--- src/rtl/icache_assoc.sv ---
`default_nettype none
// ============================================================================
// Module   : icache_assoc
// Purpose  : Set-associative, read-only instruction cache. Hits return the
//            word in the same cycle; misses fetch a whole block from
//            instruction memory and fill the victim way. The victim is the
//            lowest invalid way, otherwise the true-LRU way.
// Option   : ICACHE_PERF_CNT_EN adds saturating hit_count/miss_count outputs.
// Revision : 1.0 - initial release
// ============================================================================
module icache_assoc #(
   parameter int ADDR_W          = 32,
   parameter int WORDS_PER_BLOCK = 4,
   parameter int SETS            = 8,
   parameter int WAYS            = 2
) (
   input  logic                                        clock,
   input  logic                                        reset,
   input  logic                                        read,
   input  logic [ADDR_W-1:0]                           address,
   input  logic                                        flush,
   output logic [31:0]                                 instruction,
   output logic                                        busywait,
   output logic                                        mem_read,
   output logic [ADDR_W-$clog2(4*WORDS_PER_BLOCK)-1:0] mem_address,
   input  logic [32*WORDS_PER_BLOCK-1:0]               mem_readdata,
   input  logic                                        mem_busywait
`ifdef ICACHE_PERF_CNT_EN
   ,
   output logic [31:0]                                 hit_count,
   output logic [31:0]                                 miss_count
`endif
);

   localparam int OFF_W = $clog2(WORDS_PER_BLOCK);
   localparam int IDX_W = $clog2(SETS);
   localparam int WAY_W = (WAYS > 1) ? $clog2(WAYS) : 1;
   localparam int TAG_W = ADDR_W - 2 - OFF_W - IDX_W;
   localparam int BLK_W = ADDR_W - 2 - OFF_W;
   localparam int LRU_W = WAYS * WAYS;

   typedef enum logic [1:0] {IDLE, MEM_READ, CACHE_WRITE, FLUSH} state_t;

   state_t                               state_q, state_d;
   logic [SETS-1:0][WAYS-1:0]            valid_q, valid_d;
   // Per set, bit [i*WAYS+j] set means way i was used more recently than way j.
   logic [SETS-1:0][LRU_W-1:0]           lru_q, lru_d;
   logic [BLK_W-1:0]                     blk_q, blk_d;
   logic [32*WORDS_PER_BLOCK-1:0]        fill_q, fill_d;
   logic [TAG_W-1:0]                     tag_mem  [SETS][WAYS];
   logic [32*WORDS_PER_BLOCK-1:0]        data_mem [SETS][WAYS];

   logic [OFF_W-1:0]                     off;
   logic [IDX_W-1:0]                     idx;
   logic [TAG_W-1:0]                     tag;
   logic                                 hit;
   logic [WAY_W-1:0]                     hit_way;
   logic [WAY_W-1:0]                     victim;
   logic                                 fill_we;
   logic [32*WORDS_PER_BLOCK-1:0]        hit_block;

   assign off = address[2 +: OFF_W];
   assign idx = address[2+OFF_W +: IDX_W];
   assign tag = address[ADDR_W-1 -: TAG_W];

   // Make way w the most recently used: its row all ones, its column cleared.
   function automatic logic [LRU_W-1:0] lru_touch(input logic [LRU_W-1:0] m,
                                                  input logic [WAY_W-1:0] w);
      logic [LRU_W-1:0] r;
      r = m;
      for (int j = 0; j < WAYS; j++) begin
         r[int'(w)*WAYS + j] = (j != int'(w));
         r[j*WAYS + int'(w)] = 1'b0;
      end
      return r;
   endfunction

   // Tag lookup across the ways of the addressed set.
   always_comb begin
      hit     = 1'b0;
      hit_way = '0;
      for (int w = 0; w < WAYS; w++) begin
         if (read && valid_q[idx][w] && (tag_mem[idx][w] == tag)) begin
            hit     = 1'b1;
            hit_way = WAY_W'(w);
         end
      end
   end

   // Victim: lowest invalid way, otherwise the way older than all others.
   always_comb begin
      logic found;
      found  = 1'b0;
      victim = '0;
      for (int w = 0; w < WAYS; w++) begin
         if (!found && !valid_q[idx][w]) begin
            victim = WAY_W'(w);
            found  = 1'b1;
         end
      end
      for (int w = 0; w < WAYS; w++) begin
         if (!found && (lru_q[idx][w*WAYS +: WAYS] == '0)) begin
            victim = WAY_W'(w);
            found  = 1'b1;
         end
      end
   end

   // Next-state, valid, LRU and miss-buffer logic.
   always_comb begin
      state_d = state_q;
      valid_d = valid_q;
      lru_d   = lru_q;
      blk_d   = blk_q;
      fill_d  = fill_q;
      fill_we = 1'b0;
      case (state_q)
         IDLE: begin
            if (flush) begin
               state_d = FLUSH;
            end else if (read && !hit) begin
               state_d = MEM_READ;
               blk_d   = address[ADDR_W-1:2+OFF_W];
            end else if (hit) begin
               lru_d[idx] = lru_touch(lru_q[idx], hit_way);
            end
         end
         MEM_READ: begin
            if (!mem_busywait) begin
               fill_d  = mem_readdata;
               state_d = CACHE_WRITE;
            end
         end
         CACHE_WRITE: begin
            fill_we             = 1'b1;
            valid_d[idx][victim] = 1'b1;
            lru_d[idx]          = lru_touch(lru_q[idx], victim);
            state_d             = IDLE;
         end
         FLUSH: begin
            valid_d = '0;
            lru_d   = '0;
            state_d = IDLE;
         end
         default: state_d = IDLE;
      endcase
   end

   // Control state registers with synchronous active-low reset.
   always_ff @(posedge clock) begin
      if (!reset) begin
         state_q <= IDLE;
         valid_q <= '0;
         lru_q   <= '0;
         blk_q   <= '0;
         fill_q  <= '0;
      end else begin
         state_q <= state_d;
         valid_q <= valid_d;
         lru_q   <= lru_d;
         blk_q   <= blk_d;
         fill_q  <= fill_d;
      end
   end

   // Tag and data arrays are not reset; valid bits guard them.
   always_ff @(posedge clock) begin
      if (reset && fill_we) begin
         tag_mem[idx][victim]  <= tag;
         data_mem[idx][victim] <= fill_q;
      end
   end

   assign hit_block = data_mem[idx][hit_way];

   // Core and memory outputs; forced quiet while reset is asserted.
   always_comb begin
      instruction = '0;
      busywait    = 1'b0;
      mem_read    = 1'b0;
      mem_address = '0;
      if (reset) begin
         case (state_q)
            IDLE: begin
               busywait = flush | (read & ~hit);
               if (hit) instruction = hit_block[{off, 5'd0} +: 32];
            end
            MEM_READ: begin
               busywait    = 1'b1;
               mem_read    = 1'b1;
               mem_address = blk_q;
            end
            default: busywait = 1'b1;
         endcase
      end
   end

`ifdef ICACHE_PERF_CNT_EN
   logic [31:0] hit_count_q, hit_count_d;
   logic [31:0] miss_count_q, miss_count_d;

   // Saturating counters of IDLE hits and of misses entering MEM_READ.
   always_comb begin
      hit_count_d  = hit_count_q;
      miss_count_d = miss_count_q;
      if (state_q == IDLE && hit && hit_count_q != '1)
         hit_count_d = hit_count_q + 32'd1;
      if (state_q == IDLE && !flush && read && !hit && miss_count_q != '1)
         miss_count_d = miss_count_q + 32'd1;
   end

   // Counter registers.
   always_ff @(posedge clock) begin
      if (!reset) begin
         hit_count_q  <= '0;
         miss_count_q <= '0;
      end else begin
         hit_count_q  <= hit_count_d;
         miss_count_q <= miss_count_d;
      end
   end

   assign hit_count  = hit_count_q;
   assign miss_count = miss_count_q;
`endif

endmodule
`default_nettype wire

--- config.mk ---
export PLATFORM = sky130hd
export DESIGN_NAME = icache_assoc
export DESIGN_NICKNAME = d
export VERILOG_FILES = /design/src/rtl/icache_assoc.sv
export SDC_FILE = /design/constraint.sdc
export NUM_CORES = 2
export LEC_CHECK = 0
export ABC_AREA = 1
export CORE_MARGIN = 10
export CORE_UTILIZATION = 57
export CTS_BUF_LIST = sky130_fd_sc_hd__clkbuf_4 sky130_fd_sc_hd__clkbuf_8
export CTS_CLUSTER_DIAMETER = 150
export DETAILED_ROUTE_END_ITERATION = 12
export GPL_TIMING_DRIVEN = 0
export PLACE_DENSITY_LB_ADDON = 0.3
export REMOVE_ABC_BUFFERS = 1
export SYNTH_ARGS = -nofsm -noshare
export SYNTH_HDL_FRONTEND = slang
export SYNTH_SLANG_ARGS = --single-unit
--- constraint.sdc ---
create_clock -name clock -period 11.4 [get_ports clock]
set_clock_uncertainty 0.15 [all_clocks]
set_input_delay 3.42 -clock clock [delete_from_list [all_inputs] [get_ports clock]]
set_output_delay 3.42 -clock clock [all_outputs]
set_load 0.1 [all_outputs]
==> key figures <==
Outcome
  • Run status: complete, but fails checks
  • Failing checks: negative setup slack

Synthesis
  • Seq/Total Area, Yosys: between 70% and 80%
  • Synth unique cells: 40
  • Synth area leaders: edfxtp_1 (73%), nand2_1 (4.7%), dfxtp_1 (4.1%)
  • Synthesized instance count: ~7600
  • Syn_area_per_cell: between 10 and 15 sq um
  • Fraction of registers with async set/reset: 0%
  • Synth Register Bits: 2654
  • Yosys top cell by area: edfxtp_1
  • Top cell type's share of synthesized area: between 70% and 80%
  • Area of the mapped netlist: 0.101 sq mm
  • Main synth FF type: edfxtp_1
  • Post-synth EDFFs: 2448
  • Number of synthesis warnings: 0

Critical path
  • CP max stage delay: between 0.3 and 0.4 ns
  • CP most frequent cell: nand2_1
  • Worst path cell trace: buf_16, inv_16, nand2_8, buf_16, buf_16, clkinvlp_4, nand2_1, nand2_1, nor2_1, nand3_1, nand2_1, nand3_1, nor2_1, nand2_1, nand2_2, and3_4, buf_16, nand2_1, nor2_2, buf_4
  • Critical Path Start Type: input pin
  • Critical Path Slowest Stage Cell: buf_4
  • Arrival time worst endpoint: around 8 ns
  • Critical path capture point type: primary output
  • Worst EP required: between 7 and 8 ns
  • Worst-path maximum fanout: slightly above 70
  • Kind of critical path: input pin to primary output
  • CP Buf/Inv Count: 7
  • Crit path max-delay family: simple AND/OR/NAND/NOR gates

Final layout
  • Multi-input gate area in the final layout: 0.0203 sq mm
  • Filler cells: around 12000
  • Most frequent cells in the layout: edfxtp_1 (2448), nand2_1 (1259), o22ai_1 (639), nor2_1 (566), nand3_1 (518)
  • Layout cells sized above 1: between 10% and 20%
  • FF/Latch Area: 0.0776 sq mm
  • Non-Filler Instances: 10700
  • Most common cell after layout, fill and taps aside: edfxtp_1
  • Final nets: between 8000 and 9000
  • Layout Area Growth over Synthesis: 16.9%

STA
  • Slew margin rel.: between 20 and 30%
  • Slew of the pin with the lowest slew margin: around 1.1 ns
  • Tmin final: between 10 and 15 ns
  • Final setup violation count: 1
  • Worst Setup Slack, final: -0.0402 ns
  • Final Cycle Share: 100%
  • Final Hold Viols: 0
  • Hold WS: around 0.3 ns
  • Fmax: between 0.08 and 0.09 GHz
  • Fin. max-slew vios: 0

Job
  • Max cap viols: 0

Routing
  • Remaining DRCs: 0
  • WL final: between 200000 and 300000 microns
  • Post-route ant nets: 0
  • Initial DRC count: 8623
  • Drt pass-1 iters: 6
  • Vias per cell: between 6 and 7
  • Detailed-route via count: about 67000
  • Routed WL per cell: between 20 and 30 microns

CTS
  • Worst-Skew Late Latency: approximately 1.1 ns
  • Clk Tree Root Cell: clkbuf_8
  • Inserted Clock Buffers: 419
  • TritonCTS clock tree: done
  • Reg clk slew, reported paths: about 0.05 ns
  • Clk sinks: 2654
  • Bufs on Longest Clock Path: 4
  • CTS H-Tree Depth: 5
  • Hold buffer count at cts: 0

Place
  • Placed Cells incl. Taps: slightly below 10000
  • HPWL after DPL: around 160000 microns
  • Port Buffers: about 220
  • Gp weighted congestion: just over 0.8

Global routing
  • Overall routing resource usage: between 20% and 30%
  • First-pass GRT wire length: approximately 420000 microns
  • Initial antenna violation count: 5
  • Largest net degree at the start of global routing: 134
  • Vias in the first global route: approximately 66000
  • GRT Residual Overflow: 0

Floorplan
  • Die extent in y: 441 microns
  • Ports: approximately 230
  • Row cnt: 154
  • Chip width: 441 microns
  • Initial Util: ~57%
  • Total die area: 0.195 sq mm
  • Core Box Area: about 0.18 sq mm

Pwr
  • Int Pwr: between 15 and 20 mW
  • Leak pwr: between 40 and 50 nW
  • Worst vdd ir: ~140 uV
  • Clk pwr share: between 40% and 50%
  • Logic gate share of total power: roughly 5.4%
  • PwrDens: 169 mW/mm^2
  • Share of power burned in registers: a little over half
  • Switching Fraction: between 20 and 25%
  • Switching pwr: 4.46 mW

Worst hold path
  • Hold Path Class: flop to flop
==> cell usage after synthesis, drive strengths merged, types with 119 or more instances <==
cell / instances
a21oi: 212
buf: 193
clkbuf: 251
dfxtp: 206
edfxtp: 2448
inv: 437
nand2: 1270
nand3: 518
nor2: 595
nor3: 144
o21ai: 165
o221ai: 179
o22ai: 639
or2: 119
==> metrics by stage <==
stage                     instance area (sq um)  setup TNS (ns)  util (%)  power, mW  worst slack, ns
final                                    118000         -0.0402      67.1       20.0          -0.0402
after floorplan                           99200               -         -       11.6            -7.15
after CTS                                118000               0      67.0       20.0           0.0133
after global placement                   104000               -      59.2       12.1           -65.62
after detailed placement                 109000          -85.40      61.9       12.0            -3.00
after global routing                     118000        -0.00894      67.1       20.5         -0.00894
==> final timing paths <==
check	start	endpoint	slack, ns	depth (start not counted)
worst max-delay path	address[4]	instruction[28]	-0.04	20
worst min-delay path	valid_q[5]$_SDFFE_PN0N_	valid_q[5]$_SDFFE_PN0N_	0.30	2
worst max register to register	state_q[1]$_SDFFE_PN0P_	data_mem[3][229]$_DFFE_PP_	6.52	9
worst min register to register	valid_q[5]$_SDFFE_PN0N_	valid_q[5]$_SDFFE_PN0N_	0.30	2
==> cell families after synthesis <==
group           Yosys count  share of synthesized area (%)
compound gates         1266                           7.94
xor+xnor                  1                        0.00866
buf+inv                 883                           3.49
flops                  2654                           76.8
simple gates           2766                           11.8
==> layer usage <==
layer  routed length, microns  vias to the layer above  GRT usage, %  share of wire [%]
li1                         -                    28900             -                  -
met1                   103000                    32700          37.8                 35
met2                   137000                     4870          46.9                 47
met3                    35100                      892          5.62                 12
met4                    15300                        2          14.6                5.3
met5                       13                        -             0             0.0045
==> registers in the layout, summed over array words and instances, names as in the netlist, named ones only <==
name,flops
state_q,2
valid_q,16
tag_mem,400
data_mem,2048
blk_q,28
fill_q,128
==> final cells by class <==
class / instances / area share, %
antenna: 4 / 0.00847
clock buffer: 634 / 6.55
clock inverter: 119 / 0.595
inverter: 439 / 1.47
multi-input combinational: 4039 / 17.2
sequential: 2654 / 65.7
tap: 2340 / 2.48
timing repair buffer: 466 / 6.07
==> power by group through the flow <==
| stage | Sequential (mW) | Clock (mW) | Combinational [mW] |
|---|---|---|---|
| 6_report | 10.8 | 8.08 | 1.09 |
| 5_1_grt | 10.8 | 8.55 | 1.16 |
| 4_1_cts | 10.8 | 8.13 | 1.06 |
| 3_5_place_dp | 11.0 | 0 | 1.02 |
| 3_3_place_gp | 11.1 | 0 | 1.03 |
| 2_1_floorplan | 11.0 | 0 | 0.576 |
==> tightest hold or removal path, delay by kind of cell, from the launching register on <==
kind,cells,cell delay [ns]
DFF,1,0.30
AOI/OAI and AO/OA,1,0.05
buffers and inverters,1,0.05
==> what timing repair did <==
action,4_1_cts,5_1_grt
pin swaps,7,2
setup buffers,21,7
endpoints found under the hold margin,0,0
cloned,11,4
setup endpoints to repair,33,32
gates resized for setup,185,36
Note: power is estimated with default switching activity, not from simulation.
